<file path="config.mk">
export PLATFORM = sky130hd
export DESIGN_NAME = latch_wr_sched
export DESIGN_NICKNAME = d
export VERILOG_FILES = /design/src/rtl/latch_sched_pkg.sv /design/src/rtl/rr_arb2.sv /design/src/rtl/latch_wr_sched.sv
export SDC_FILE = /design/constraint.sdc
export NUM_CORES = 1
export LEC_CHECK = 0
export CAP_MARGIN = 40
export CORE_MARGIN = 4
export CORE_UTILIZATION = 52
export CTS_CLUSTER_SIZE = 14
export DETAILED_ROUTE_END_ITERATION = 12
export GPL_TIMING_DRIVEN = 0
export HOLD_SLACK_MARGIN = 0.1
export PLACE_DENSITY = 0.84
export SLEW_MARGIN = 40
export SYNTH_ARGS = -nofsm -noshare
export SYNTH_HDL_FRONTEND = slang
export SYNTH_SLANG_ARGS = --single-unit
</file>
<file path="constraint.sdc">
create_clock -name CLK -period 3.6 [get_ports CLK]
set_clock_uncertainty 0.15 [all_clocks]
set_input_delay 0.72 -clock CLK [delete_from_list [all_inputs] [get_ports CLK]]
set_output_delay 0.72 -clock CLK [all_outputs]
set_load 0.05 [all_outputs]
</file>
<file path="src/rtl/latch_sched_pkg.sv">
// Shared constants for the latch write scheduler: state encoding, bank defaults,
// op codes and the slot-select decoder.
package latch_sched_pkg;

  localparam int NSLOT_DEF = 4;
  localparam int DW_DEF    = 2;

  localparam logic OP_WRITE = 1'b0;
  localparam logic OP_CLEAR = 1'b1;

  typedef logic [2:0] state_t;

  localparam state_t ST_IDLE   = 3'd0;
  localparam state_t ST_SETUP  = 3'd1;
  localparam state_t ST_ENABLE = 3'd2;
  localparam state_t ST_HOLD   = 3'd3;
  localparam state_t ST_CLEAR  = 3'd4;
  localparam state_t ST_DONE   = 3'd5;

  function automatic logic [NSLOT_DEF-1:0] slot_mask(input logic [1:0] addr);
    slot_mask = 4'b0001 << addr;
  endfunction

endpackage

</file>
<file path="src/rtl/rr_arb2.sv">
// Two-way round-robin arbiter; the priority pointer moves only when UPD
// accepts a grant, so an unserved request keeps its turn.
module rr_arb2 (
  input  logic       CLK,
  input  logic       ARST_N,
  input  logic [1:0] REQ,
  input  logic       UPD,
  output logic [1:0] GNT
);

  logic ptr_q;
  logic ptr_d;

  // grant decode; ptr_q names the requester that wins a tie
  always_comb begin
    case (REQ)
      2'b01:   GNT = 2'b01;
      2'b10:   GNT = 2'b10;
      2'b11:   GNT = ptr_q ? 2'b10 : 2'b01;
      default: GNT = 2'b00;
    endcase
  end

  // next pointer favours whoever was not just served
  always_comb begin
    if (UPD && (GNT != 2'b00)) begin
      ptr_d = GNT[0];
    end else begin
      ptr_d = ptr_q;
    end
  end

  // pointer register
  always_ff @(posedge CLK or negedge ARST_N) begin
    if (!ARST_N) begin
      ptr_q <= 1'b0;
    end else begin
      ptr_q <= ptr_d;
    end
  end

endmodule

</file>
<file path="src/rtl/latch_wr_sched.sv">
// Schedules writes and clears into an external latch bank for two requesters,
// sequencing data setup, enable pulse and hold so latch timing is glitch-safe.
module latch_wr_sched
  import latch_sched_pkg::*;
#(
  parameter int NSLOT = NSLOT_DEF,
  parameter int DW    = DW_DEF,
  parameter int ENW   = 1
) (
  input  logic                CLK,
  input  logic                ARST_N,
  input  logic [1:0]          REQ,
  input  logic [1:0]          CLR,
  input  logic [3:0]          ADDR,
  input  logic [2*DW-1:0]     DATA,
  output logic [1:0]          ACK,
  output logic [DW-1:0]       LAT_D,
  output logic [NSLOT-1:0]    LAT_EN,
  output logic [NSLOT-1:0]    LAT_ARST,
  output logic                BUSY,
  output logic [NSLOT*DW-1:0] SHADOW
);

  generate
    if (ENW < 1 || ENW > 4) begin : g_bad_enw
      $error("latch_wr_sched: ENW must be in 1..4");
    end
    if (NSLOT != 4) begin : g_bad_nslot
      $error("latch_wr_sched: NSLOT must be 4");
    end
  endgenerate

  localparam logic [1:0] ENW_LAST = 2'(ENW - 1);

  state_t              state_q, state_d;
  logic [1:0]          cnt_q, cnt_d;
  logic                gsel_q, gsel_d;
  logic                op_q, op_d;
  logic [1:0]          addr_q, addr_d;
  logic [DW-1:0]       data_q, data_d;
  logic [DW-1:0]       lat_d_q, lat_d_d;
  logic [NSLOT-1:0]    lat_en_q, lat_en_d;
  logic [NSLOT-1:0]    lat_arst_q, lat_arst_d;
  logic [1:0]          ack_q, ack_d;
  logic                busy_q, busy_d;
  logic [NSLOT*DW-1:0] shadow_q, shadow_d;

  logic [1:0]          gnt_s;
  logic                upd_s;
  logic                gidx_s;
  logic                clr_sel_s;
  logic [1:0]          addr_sel_s;
  logic [DW-1:0]       data_sel_s;

  assign upd_s      = (state_q == ST_IDLE) && (REQ != 2'b00);
  assign gidx_s     = gnt_s[1];
  assign clr_sel_s  = gidx_s ? CLR[1] : CLR[0];
  assign addr_sel_s = gidx_s ? ADDR[3:2] : ADDR[1:0];
  assign data_sel_s = gidx_s ? DATA[2*DW-1:DW] : DATA[DW-1:0];

  rr_arb2 u_arb (
    .CLK    (CLK),
    .ARST_N (ARST_N),
    .REQ    (REQ),
    .UPD    (upd_s),
    .GNT    (gnt_s)
  );

  // sequencing FSM plus next values of the registered outputs
  always_comb begin
    state_d  = state_q;
    cnt_d    = cnt_q;
    gsel_d   = gsel_q;
    op_d     = op_q;
    addr_d   = addr_q;
    data_d   = data_q;
    lat_d_d  = lat_d_q;
    shadow_d = shadow_q;

    case (state_q)
      ST_IDLE: begin
        if (upd_s) begin
          gsel_d = gidx_s;
          op_d   = clr_sel_s;
          addr_d = addr_sel_s;
          data_d = data_sel_s;
          if (clr_sel_s == OP_CLEAR) begin
            state_d = ST_CLEAR;
          end else begin
            state_d = ST_SETUP;
            lat_d_d = data_sel_s;
          end
        end else begin
          state_d = ST_IDLE;
        end
      end
      ST_SETUP: begin
        state_d = ST_ENABLE;
        cnt_d   = 2'd0;
      end
      ST_ENABLE: begin
        if (cnt_q == ENW_LAST) begin
          state_d = ST_HOLD;
        end else begin
          cnt_d = cnt_q + 2'd1;
        end
      end
      ST_HOLD:  state_d = ST_DONE;
      ST_CLEAR: state_d = ST_DONE;
      ST_DONE:  state_d = ST_IDLE;
      default:  state_d = ST_IDLE;
    endcase

    // outputs are registered from the next state so they line up with state_q
    lat_en_d   = (state_d == ST_ENABLE) ? slot_mask(addr_d) : {NSLOT{1'b0}};
    lat_arst_d = (state_d == ST_CLEAR)  ? slot_mask(addr_d) : {NSLOT{1'b0}};
    ack_d      = (state_d == ST_DONE) ? (gsel_d ? 2'b10 : 2'b01) : 2'b00;
    busy_d     = (state_d != ST_IDLE);

    if (state_d == ST_DONE) begin
      for (int s = 0; s < NSLOT; s++) begin
        if (addr_q == s[1:0]) begin
          shadow_d[DW*s +: DW] = (op_q == OP_CLEAR) ? {DW{1'b0}} : data_q;
        end else begin
          shadow_d[DW*s +: DW] = shadow_q[DW*s +: DW];
        end
      end
    end else begin
      shadow_d = shadow_q;
    end
  end

  // state and output registers; reset holds every latch in clear
  always_ff @(posedge CLK or negedge ARST_N) begin
    if (!ARST_N) begin
      state_q    <= ST_IDLE;
      cnt_q      <= 2'd0;
      gsel_q     <= 1'b0;
      op_q       <= OP_WRITE;
      addr_q     <= 2'd0;
      data_q     <= {DW{1'b0}};
      lat_d_q    <= {DW{1'b0}};
      lat_en_q   <= {NSLOT{1'b0}};
      lat_arst_q <= {NSLOT{1'b1}};
      ack_q      <= 2'b00;
      busy_q     <= 1'b0;
      shadow_q   <= {(NSLOT*DW){1'b0}};
    end else begin
      state_q    <= state_d;
      cnt_q      <= cnt_d;
      gsel_q     <= gsel_d;
      op_q       <= op_d;
      addr_q     <= addr_d;
      data_q     <= data_d;
      lat_d_q    <= lat_d_d;
      lat_en_q   <= lat_en_d;
      lat_arst_q <= lat_arst_d;
      ack_q      <= ack_d;
      busy_q     <= busy_d;
      shadow_q   <= shadow_d;
    end
  end

  assign ACK      = ack_q;
  assign LAT_D    = lat_d_q;
  assign LAT_EN   = lat_en_q;
  assign LAT_ARST = lat_arst_q;
  assign BUSY     = busy_q;
  assign SHADOW   = shadow_q;

endmodule

</file>
==> out/results.tsv <==
stage	metric	value	unit
run_status	status	finished clean	
cts	clk_pin_slew	0.10	ns
timing	finalSetupTns	0	ns
grt	grt_use_total	18.7	%
placed_design	numPortBuffers	33	
drt	drtIter0Drc	26	
power_and_ir_drop	peakVddDrop	642	uV
timing	finalCriticalPeriod	2.55	ns
timing	period_share	70.7	%
grt	grt_max_degree	34	
power_and_ir_drop	p_leak	0.844	nW
synthesis	syn-cell-area	1490	um2
grt	grt_pass1_vias	1129	
critical_path	endpoint_kind	output pin	
timing	finalSetupViolCount	0	
synthesis	synth_compound_area_share	11.4	%
grt	grt_use_met3	7.55	%
placed_design	preCtsSetupSlack	1.17	ns
synthesis	yosysTopAreaCell	dfrtp_1	
grt	grt_pass1_wl	4.99	mm
hold_path	min_path_type	in2async	
synthesis	synth-simple-area-share	16.6	%
die	core	2760	um2
critical_path	critPathTopFamily	buffers and inverters	
drt	vias	1140	
die	die-width	61.6	um
grt	groute.layer.met1.usage	20.6	%
critical_path	crit_fanout	1	
critical_path	required	2.73	ns
cts	numCtsBuffers	5	
timing	fmax	393	MHz
critical_path	arrival	1.68	ns
drt	first_pass_iters	4	
grt	grt_use_met2	31.5	%
grt	grt-busiest-layer	met2	
synthesis	synth_fa_ha_area_share	0.838	%
synthesis	yosys-top-cells-area	dfrtp_1 49%, dfstp_2 7.0%, mux2_2 5.3%	
timing	maxSlewViolCount	0	
cts	clock_sinks	33	
cts	cts_max_level	2	
critical_path	cp.depth	1	
critical_path	slowest_delay	0.81	ns
cts	cts_tree	done	
cts	holdBufCountCts	0	
finish	design_area	1910	um2
grt	gr-total-overflow	0	
synthesis	synth.top_cell.area_share	48.6	%
cts	cts_setup_buffers	0	
placed_design	place.gp.congestion	0.796	
synthesis	synth-seq-cells	33	
synthesis	syn-num-nets	153	
synthesis	syn_area_per_cell	10.8	um2
synthesis	synth.area.mux_share	11.3	%
die	dieArea	3790	um2
timing	hold_viol	0	
placed_design	dp_hpwl	2.34	mm
power_and_ir_drop	power	1.63	mW
drt	routed_wl	2.98	mm
synthesis	synth_xor_xnor_area_share	0.587	%
synthesis	ys_types	33	
timing	rsz0062_at_grt	false	
drt	via_per_inst	5.43	
critical_path	crit_path_start_kind	register	
critical_path	rr_worst_depth	5	
finish	area.growth.synth_to_final	27.8	%
synthesis	synthCells	138	
die	die_y	61.6	um
die	initial_core_util	54.1	%
cts	post_cts_resize_count	0	
cts	insertion_delay	0.33	ns
drt	ant_nets	0	
critical_path	crit_type	reg2out	
timing	max_slew_margin	53.7	%
placed_design	place_area	1860	um2
job	drv_cap	0	
synthesis	yosysSeqAreaShare	55.7	%
synthesis	ys_warn_count	0	
cts	clk_path_buf_depth	2	
critical_path	critPathSlowestCell	clkdlybuf4s50_1	
critical_path	crit_buf_inv	1	
critical_path	crit_path_cell_trace	clkdlybuf4s50_1	
timing	worst_slack	1.05	ns
die	ios	35	
finish	diodes	0	
finish	drive_gt1_share	16.8	%
drt	routedWlPerCell	14.2	um
timing	hold_slack	0.271	ns
power_and_ir_drop	power_density	855	nW/um2
grt	antenna_found_initial	0	
die	rows	19	
synthesis	synth_top_family_by_area	simple AND/OR/NAND/NOR gates	
timing	worst_pin_slew	0.694	ns
cts	cts_root_buffer	clkbuf_4	
drt	drc	0	
finish	fin_nets	193	
[worst paths after layout]
kind | from | endpoint | slack, ns
max | LAT_ARST[3] | LAT_ARST[3] | 1.05
min | ARST_N | SHADOW[0] | 0.27
max reg2reg | state_q[0] | SHADOW[1] | 1.82
min reg2reg | gsel_q | ACK[0] | 0.31
max in group asynchronous | ARST_N | LAT_D[0] | 2.58
min in group CLK | gsel_q | ACK[0] | 0.31
[cell type report]
type / instances / area (um2)
timing repair buffer: 33 / 325
multi-input combinational: 95 / 608
tap: 31 / 38.8
inverter: 5 / 18.8
clock inverter: 2 / 10.0
clock buffer: 6 / 41.3
sequential: 33 / 831
buffer: 5 / 35.0
fill: 216 / 850
[cells in the final DEF (no fill, tap or decap), drive strengths merged]
master and n:
xnor2 1, and3b 1, a22oi 1, mux2 9, nor3 5, o31ai 1
buf 5, ha 1, or3 2, clkbuf 7, nand2b 4, clkinv 2
o21ai 12, a32o 1, dfrtp 29, a31oi 3, a21oi 11, mux2i 6
nand2 12, clkdlybuf4s50 32, or2 1, nor4 1, o21bai 1, inv 5
nor2b 7, nor2 15, dfstp 4
[cells in the mapped netlist]
cell type / count
mux2i_1: 6
nor2b_1: 7
o31ai_1: 1
a32o_1: 1
nor2_2: 1
buf_2: 1
clkbuf_1: 1
nand2b_1: 4
a21oi_2: 1
mux2_4: 2
mux2_2: 7
xnor2_1: 1
ha_1: 1
a22oi_1: 1
nor3_4: 1
dfstp_2: 4
nor3_1: 4
buf_6: 1
nor2_1: 14
or3_4: 1
o21ai_1: 1
o21ai_0: 11
inv_1: 5
or3_1: 1
dfrtp_1: 29
nor4_1: 1
a21oi_1: 10
o21bai_1: 1
nand2_1: 12
a31oi_1: 3
buf_4: 2
and3b_1: 1
or2_2: 1
[metrics by stage]
step	cells	utilization [%]
global placement	202	67.5
CTS	210	69.2
global route	210	69.2
finish	210	69.2
detailed placement	202	67.3
floorplan	138	-
[cell families after synthesis]
| group | after synthesis |
|---|---|
| simple gates | 48 |
| buf+inv | 10 |
| fa+ha+maj | 1 |
| compound gates | 30 |
| mux | 15 |
| flops | 33 |
| xor+xnor | 1 |
[registers in the layout, summed over array words and instances, names as in the netlist]
name and cells:
ACK 2, BUSY 1, LAT_ARST 4, LAT_D 2, LAT_EN 4, SHADOW 8
addr_q 2, cnt_q 2, data_q 2, gsel_q 1, op_q 1, state_q 3
u_arb.ptr_q 1
[power breakdown]
group	total (mW)	leakage (nW)	switching, mW	internal [mW]
Clock	0.192	0.0320	0.118	0.0742
Sequential	0.574	0.413	0.0711	0.503
Combinational	0.864	0.400	0.542	0.323
Total	1.63	0.844	0.731	0.900
[routing by layer]
| layer | part of all wire, % | vias up | wire length (um) |
|---|---|---|---|
| met5 | 0 | - | 0 |
| met4 | 1.7 | 0 | 51 |
| met3 | 7.3 | 7 | 217 |
| met2 | 52 | 45 | 1560 |
| met1 | 39 | 536 | 1150 |
| li1 | - | 552 | - |
Power figures use the tool's default switching activity.
